**config.mk**
```make
export PLATFORM = sky130hd
export DESIGN_NAME = s2p_packer
export DESIGN_NICKNAME = d
export VERILOG_FILES = /design/src/rtl/s2p_packer.sv
export SDC_FILE = /design/constraint.sdc
export NUM_CORES = 1
export LEC_CHECK = 0
export CAP_MARGIN = 15
export CELL_PAD_IN_SITES_DETAIL_PLACEMENT = 0
export CELL_PAD_IN_SITES_GLOBAL_PLACEMENT = 1
export CORE_UTILIZATION = 44
export DETAILED_ROUTE_END_ITERATION = 7
export HOLD_SLACK_MARGIN = 0.15
export PLACE_DENSITY = 0.95
export SETUP_SLACK_MARGIN = 0.02
export SLEW_MARGIN = 10
export SYNTH_ARGS = -nofsm -noshare
export SYNTH_HDL_FRONTEND = slang
export SYNTH_SLANG_ARGS = --single-unit
export TNS_END_PERCENT = 20
```
**constraint.sdc**
```tcl
create_clock -name clk -period 4.38 [get_ports clk]
set_input_delay 0.438 -clock clk [delete_from_list [all_inputs] [get_ports clk]]
set_output_delay 0.438 -clock clk [all_outputs]
set_load 0.02 [all_outputs]
```
**src/rtl/s2p_packer.sv**
```systemverilog
`default_nettype none
// ============================================================================
// Module   : s2p_packer
// Brief    : Serial-to-parallel complex sample packer with per-frame vector
//            counting. Optional S2P_BITREV_EN selects bit-reversed lane order.
// Revision : 1.0 - initial release
// ============================================================================
module s2p_packer #(
  parameter int DATA_WIDTH = 9,
  parameter int OUT_SIZE   = 16,
  parameter int FRAME_VECS = 32
) (
  input  logic                         clk,
  input  logic                         rstn,
  input  logic                         din_valid,
  input  logic signed [DATA_WIDTH-1:0] din_i,
  input  logic signed [DATA_WIDTH-1:0] din_q,
  input  logic                         frame_start,
  output logic signed [DATA_WIDTH-1:0] dout_i [0:OUT_SIZE-1],
  output logic signed [DATA_WIDTH-1:0] dout_q [0:OUT_SIZE-1],
  output logic                         dout_valid,
  output logic                         frame_done
);

  localparam int c_LANE_W = $clog2(OUT_SIZE);
  localparam int c_VEC_W  = (FRAME_VECS > 1) ? $clog2(FRAME_VECS) : 1;
  localparam logic [c_LANE_W-1:0] c_LAST_LANE = c_LANE_W'(OUT_SIZE - 1);
  localparam logic [c_VEC_W-1:0]  c_LAST_VEC  = c_VEC_W'(FRAME_VECS - 1);

  logic [c_LANE_W-1:0]         r_lcnt;
  logic [c_VEC_W-1:0]          r_vcnt;
  logic signed [DATA_WIDTH-1:0] r_buf_i [0:OUT_SIZE-1];
  logic signed [DATA_WIDTH-1:0] r_buf_q [0:OUT_SIZE-1];

  logic [c_LANE_W-1:0]         w_lane;
  logic                        w_complete;
  logic                        w_frame_end;
  logic signed [DATA_WIDTH-1:0] w_next_i [0:OUT_SIZE-1];
  logic signed [DATA_WIDTH-1:0] w_next_q [0:OUT_SIZE-1];

  function automatic logic [c_LANE_W-1:0] f_map(input logic [c_LANE_W-1:0] k);
    logic [c_LANE_W-1:0] r;
    r = k;
`ifdef S2P_BITREV_EN
    for (int b = 0; b < c_LANE_W; b++) begin
      r[b] = k[c_LANE_W-1-b];
    end
`endif
    return r;
  endfunction

  // Buffer image including the current sample, so a completing vector can be
  // copied to the output in the same cycle its last sample arrives.
  always_comb begin
    w_lane      = frame_start ? f_map('0) : f_map(r_lcnt);
    w_complete  = din_valid && !frame_start && (r_lcnt == c_LAST_LANE);
    w_frame_end = (r_vcnt == c_LAST_VEC);
    for (int k = 0; k < OUT_SIZE; k++) begin
      w_next_i[k] = r_buf_i[k];
      w_next_q[k] = r_buf_q[k];
    end
    w_next_i[w_lane] = din_i;
    w_next_q[w_lane] = din_q;
  end

  always_ff @(posedge clk) begin
    if (!rstn) begin
      r_lcnt     <= '0;
      r_vcnt     <= '0;
      r_buf_i    <= '{default: '0};
      r_buf_q    <= '{default: '0};
      dout_i     <= '{default: '0};
      dout_q     <= '{default: '0};
      dout_valid <= 1'b0;
      frame_done <= 1'b0;
    end else begin
      dout_valid <= 1'b0;
      frame_done <= 1'b0;
      if (din_valid) begin
        r_buf_i <= w_next_i;
        r_buf_q <= w_next_q;
        if (frame_start) begin
          r_lcnt <= c_LANE_W'(1);
          r_vcnt <= '0;
        end else if (w_complete) begin
          r_lcnt     <= '0;
          dout_i     <= w_next_i;
          dout_q     <= w_next_q;
          dout_valid <= 1'b1;
          frame_done <= w_frame_end;
          r_vcnt     <= w_frame_end ? '0 : r_vcnt + 1'b1;
        end else begin
          r_lcnt <= r_lcnt + 1'b1;
        end
      end
    end
  end

endmodule
`default_nettype wire

```
==> reports/qor.yml, run 1 <==
period_minus_slack_ns: 3.074
core_area_um2: 51820
r2r_start: "r_lcnt[1]"
max_freq_mhz: 325.3
maxSlewHeadroom_pct: 6.616
dp_slack_ns: 1.189
power_density_nw_per_um2: 387.9
worst-endpoint-arrival_ns: 3.60
synth_area_um2: 23280
die_h_um: 232.0
ir_drop_mv: 0.2899
cap_violations: 0
finalClockSkew_ns: 0.02710
status: "finished, final reports clean"
rows: 83
fillers: 4544
layout_setup_ws_ns: 1.306
synth_xor_xnor_area_share_pct: 0.03762
post_cts_resized: 0
num_io_pins: 312
hp-class: "flip-flop to flip-flop"
synth.avg_cell_area_um2: 8.166
endpoint_kind: "flip-flop"
netSwitchingPower_w: 0.002507
tightest_slew_ns: 1.401
syn-instance-count: 2851
ff_latch_area_um2: 11750
ys_seq_elements: 587
synth-main-ff-cell: "dfxtp_1"
netSwitchingFraction_pct: 22.75
grt_usage_pct: 27.42
clk_pin_slew_ns: 0.06
pwr-share-clk_pct: 47.2
synth-compound-area-share_pct: 27.23
holdBufCountCts: 0
synthArstFlopShare_pct: 0
period_share_pct: 70.19
grt_pass1_wl_mm: 118.4
critical_path.max_fanout: 92
clock_sinks: 587
multi_input_area_um2: 10060
r2r-end: "dout_q[61]"
detail-route-antenna-nets: 0
synth_simple_gate_area_share_pct: 14.46
hold_start: "r_buf_i[113]"
rr_worst_depth: 5
grt_overflow: 0
vias_per_cell: 6.220
rrSetupSlack_ns: 1.31
die_area_um2: 53840
clock_path_buffers: 3
cts_buffers: 60
hold_depth: 2
combPwrFrac_pct: 4.1
hold-worst-slack_ns: 0.4477
cts_setup_buffers: 0
drive_gt1_share_pct: 5.970
cp.required_ns: 4.91
grt_start_max_net_pins: 289
numPortBuffers: 311
clock_latency_ns: 0.62
synth_fa_ha_area_share_pct: 0.1612
setup_viol: 0
gp_congestion: 0.8498
start_util_pct: 44.93
min_to: "dout_i[113]"
drv_slew: 0
synth_edf_count: 0
worstSetupStartpointType: "flip-flop"
muxShareOfSynthArea_pct: 0.7739
synth_fp_nets: 2876
vias: 22570
cts_tree: "built"
synth_warnings: 0
area_growth_syn_to_layout_pct: 22.05
p_int_w: 0.008515
h-tree-depth: 2
synth.distinct_cells: 44
hold_viol_final: 0
synth_top_family_by_area: "compound AO/OA/AOI/OAI gates"
wl_per_cell_um: 21.36
n_antenna_cell: 0
drt-total-wl_mm: 77.51
grt_pass1_vias: 20730
first_pass_iters: 5
crit_type: "flip-flop to flip-flop"
leakagePower_nw: 8.591
seqPwrFrac_pct: 48.7
antenna_found_initial: 2
drcViolationCount: 0
dieWidth_um: 232.0
setup-tns-final_ns: 0
ys_seq_area_share_pct: 50.48
nets: 2926
drt_first_iter_violations: 2680
cts_root_buf: "clkbuf_16"
rsz0062_at_grt: "no"
hpwl_mm: 43.94
[worst max path at each step]
stage               startpoint           end  slack, ns  cells after the start
detailed placement   din_valid    dout_i[30]       1.19                      5
global placement     din_valid    dout_q[14]       1.32                      5
floorplan            r_lcnt[0]  r_buf_i[135]       2.71                      6
CTS                  r_lcnt[1]    dout_q[61]       1.39                      5
finish               r_lcnt[1]    dout_q[61]       1.31                      5
global route         r_lcnt[1]   dout_i[139]       1.15                      5
[worst max-delay path: stages (launching register included)]
cell and delay [ns]:
dfxtp_1 0.82, ha_4 0.28, buf_4 0.51, buf_4 0.88, nand3_1 0.25, a21oi_1 0.18
[through the flow]
stage,total power [W],area (µm²),util (%),std cells
3_5_place_dp,0.005915,26270,50.70,3513
5_1_grt,0.01134,28410,54.83,3628
4_1_cts,0.01106,28290,54.60,3622
2_1_floorplan,0.005749,23280,-,2851
3_3_place_gp,0.005908,26260,50.67,3512
6_report,0.01102,28410,54.83,3628
[state kept, by name (all words and copies together), names as in the netlist]
signal and cells:
r_buf_i 144, r_buf_q 144, dout_i 144, dout_q 144
dout_valid 1, frame_done 1, r_vcnt 5, r_lcnt 4
[routing by layer]
layer	up-vias	GRT usage, %	routed length, µm
met1	10940	37.02	32210
met5	-	0	23
met2	1054	43.10	36310
met3	176	4.077	6064
li1	10390	-	-
met4	4	12.54	2894
[final cells by class]
class	instances	share of cell area, %
flip-flops and latches	587	41.37
repair buffers	368	13.00
inverters	6	0.1233
clock buffers	92	6.385
multi-input cells	1878	35.41
clock inverters	17	0.7222
well taps	680	2.994
[kinds of logic (layout without fill, tap and decap cells)]
group                      count (synthesis)  after routing
AOI/OAI and AO/OA                       1206           1206
xor gates and xnor gates                   1              1
adders and majority gates                  3              3
buffers and inverters                    386            483
DFF                                      587            587
muxes                                     18             18
and+or+nand+nor                          650            650
[cell usage in the layout (no fill, tap or decap), types with 2 or more instances in the layout]
cell	instances
mux2i_1	18
and3b_1	19
nor4bb_4	2
o21ai_1	13
nand4_1	37
o41ai_1	2
nand3_1	491
nor2_1	3
buf_12	7
nor3_1	2
nor2_4	2
nor2b_4	2
clkdlybuf4s50_1	310
clkbuf_1	15
nand2_1	74
nand4bb_4	2
clkinvlp_4	2
inv_1	4
bufinv_16	4
buf_16	2
buf_8	4
a311oi_1	74
ha_1	2
a21oi_1	562
buf_4	44
clkbuf_16	62
dfxtp_1	585
clkbuf_8	15
o311ai_0	2
clkinv_2	9
o21ai_0	549
dfxtp_2	2
[power groups by stage]
stage	clock (W)	sequential (W)	combinational, W
2_1_floorplan	0	0.00548	0.000267
3_3_place_gp	0	0.00549	0.000421
3_5_place_dp	0	0.00549	0.000427
4_1_cts	0.00527	0.00537	0.000428
5_1_grt	0.00550	0.00537	0.000468
6_report	0.00520	0.00537	0.000449
[synth_stat cells, drive strengths merged, types with 3 or more instances]
cell,n,share of area [%]
buf,96,2.2
a21oi,563,12
nand2b,3,0.081
nand4,37,0.99
a311oi,74,2.8
nand3,491,11
mux2i,18,0.77
and3b,19,0.71
dfxtp,587,50
nand2,75,1.2
inv,6,0.097
o21ai,562,12
clkbuf,284,4.6
nor2,5,0.091
ha,3,0.16
Note: power is estimated with default switching activity, not from simulation.
==> run 2: changes to the inputs <==
--- a/config.mk
+++ b/config.mk
@@ -8,10 +8,10 @@
 export CAP_MARGIN = 15
 export CELL_PAD_IN_SITES_DETAIL_PLACEMENT = 0
 export CELL_PAD_IN_SITES_GLOBAL_PLACEMENT = 1
-export CORE_UTILIZATION = 44
+export CORE_UTILIZATION = 41
 export DETAILED_ROUTE_END_ITERATION = 7
 export HOLD_SLACK_MARGIN = 0.15
-export PLACE_DENSITY = 0.95
+export PLACE_DENSITY = 0.91
 export SETUP_SLACK_MARGIN = 0.02
 export SLEW_MARGIN = 10
 export SYNTH_ARGS = -nofsm -noshare
==> constraint.sdc (replaced) <==
create_clock -name clk -period 3.1 [get_ports clk]
set_input_delay 0.31 -clock clk [delete_from_list [all_inputs] [get_ports clk]]
set_output_delay 0.31 -clock clk [all_outputs]
set_load 0.02 [all_outputs]
==> reports/qor.yml, run 2 (synthesis gave the netlist of run 1 again) <==
die_h_um: 240.3
r2r_start: "r_lcnt[3]"
antenna_found_initial: 3
leakagePower_nw: 8.748
dr.max_layer_used: "met5"
maxSlewHeadroom_pct: 33.62
grt_pass1_vias: 20960
critPathCapture: "r_buf_q[93]"
crit_type: "flip-flop to flip-flop"
clock_latency_ns: 0.61
worst-endpoint-arrival_ns: 3.02
drt_first_iter_violations: 2650
grt_start_max_net_pins: 192
rsz0062_at_grt: "no"
tightest_slew_ns: 0.9957
rr_worst_depth: 5
area_growth_syn_to_layout_pct: 23.72
start_util_pct: 41.85
holdBufCountCts: 0
setup-tns-final_ns: 0
gp_congestion: 0.8590
setup_viol: 0
final_cell_mix: "585 x dfxtp_1, 562 x a21oi_1, 549 x o21ai_0"
num_io_pins: 312
die_area_um2: 57740
post_cts_resized: 0
grt_pass1_wl_mm: 121.7
place_inst: 3611
cts_setup_buffers: 0
finalClockSkew_ns: 0.01278
power_w: 0.01586
grt_overflow: 0
drv_slew: 0
clock_path_buffers: 3
n_antenna_cell: 0
first_pass_iters: 6
clk_pin_slew_ns: 0.06
nets: 2950
power_density_nw_per_um2: 550.7
post-route-util_pct: 51.78
dieWidth_um: 240.3
drcViolationCount: 0
hp-class: "primary input to flip-flop"
status: "finished, final reports clean"
h-tree-depth: 2
rows: 86
period_share_pct: 80.31
wl_met3_mm: 6.411
stdcell_count: 3721
detail-route-antenna-nets: 0
wl_per_cell_um: 21.48
rrSetupSlack_ns: 0.61
startpoint: "r_lcnt[3]"
route.met2.wl_mm: 36.83
wl_met1_mm: 33.09
vias_per_cell: 6.122
r2r-end: "r_buf_q[93]"
fillers: 5118
hpwl_mm: 47.19
cts_buffers: 60
ir_drop_mv: 0.4648
hold_viol_final: 0
period_minus_slack_ns: 2.490
layout.cells.most_common: "dfxtp_1"
critical_path.max_fanout: 40
grt_usage_pct: 26.51
drive_gt1_share_pct: 6.727
cp.required_ns: 3.63
numPortBuffers: 311
endpoint_kind: "flip-flop"
worstSetupStartpointType: "flip-flop"
max_freq_mhz: 401.6
core_area_um2: 55630
cts_root_buf: "clkbuf_16"
drt-total-wl_mm: 79.93
cts_tree: "built"
vias: 22780
cap_violations: 0
clock_sinks: 587
## run 2: cell count changes in the layout (fill, tap and decap cells not counted)
cell,change
clkbuf_8,-1
buf_4,+20
buf_12,+9
clkinv_4,-1
clkinv_8,-1
buf_16,-1
bufinv_16,+4
clkbuf_16,-1
clkinvlp_4,+1
buf_8,-4
clkbuf_1,+1
clkinv_2,-1
## run 2: area by class of cell
type / instances / area (µm²) / share of cell area (%)
clock buffer: 91 / 1779 / 6.177
inverter: 6 / 35.03 / 0.1216
sequential: 587 / 11750 / 40.81
multi-input combinational: 1878 / 10060 / 34.93
clock inverter: 19 / 302.8 / 1.051
timing repair buffer: 392 / 3936 / 13.67
tap: 748 / 935.9 / 3.249
## run 2: worst min-delay path by stage
stage	from	end	slack (ns)	depth (start not counted)
final	rstn	r_buf_q[143]	0.35	4
after global routing	rstn	r_buf_i[142]	0.38	4
after CTS	rstn	r_buf_i[135]	0.34	4
after detailed placement	r_buf_i[135]	r_buf_i[135]	0.45	2
after global placement	r_vcnt[3]	r_vcnt[3]	0.44	1
after floorplan	r_vcnt[3]	r_vcnt[3]	0.43	1
## run 2: power by group
part | total [W] | switching, W | internal, W
logic | 0.000653 | 0.000515 | 0.000138
registers | 0.00759 | 0.0000200 | 0.00757
clock network | 0.00762 | 0.00302 | 0.00460
total | 0.0159 | 0.00356 | 0.0123
## run 2: routing by layer
layer | vias up | global-route usage (%)
li1 | 10440 | -
met1 | 10980 | 35.88
met2 | 1149 | 41.12
met3 | 215 | 3.984
met4 | 2 | 13.01
met5 | - | 0
## run 2: per-stage QoR
step                setup slack [ns]  instance area, µm²  hold slack (ns)
detailed placement            0.3641               26720           0.4512
floorplan                      1.433               23280           0.4300
global route                  0.4900               28800           0.3782
CTS                           0.6986               28800           0.3360
finish                        0.6103               28800           0.3532
global placement              0.4383               26690           0.4405
## run 2: worst max-delay path, stage by stage (launching register included)
cell       delay, ns
dfxtp_2         0.79
buf_4           0.53
nand4bb_4       0.47
buf_12          0.25
o21ai_0         0.11
a21oi_1         0.17
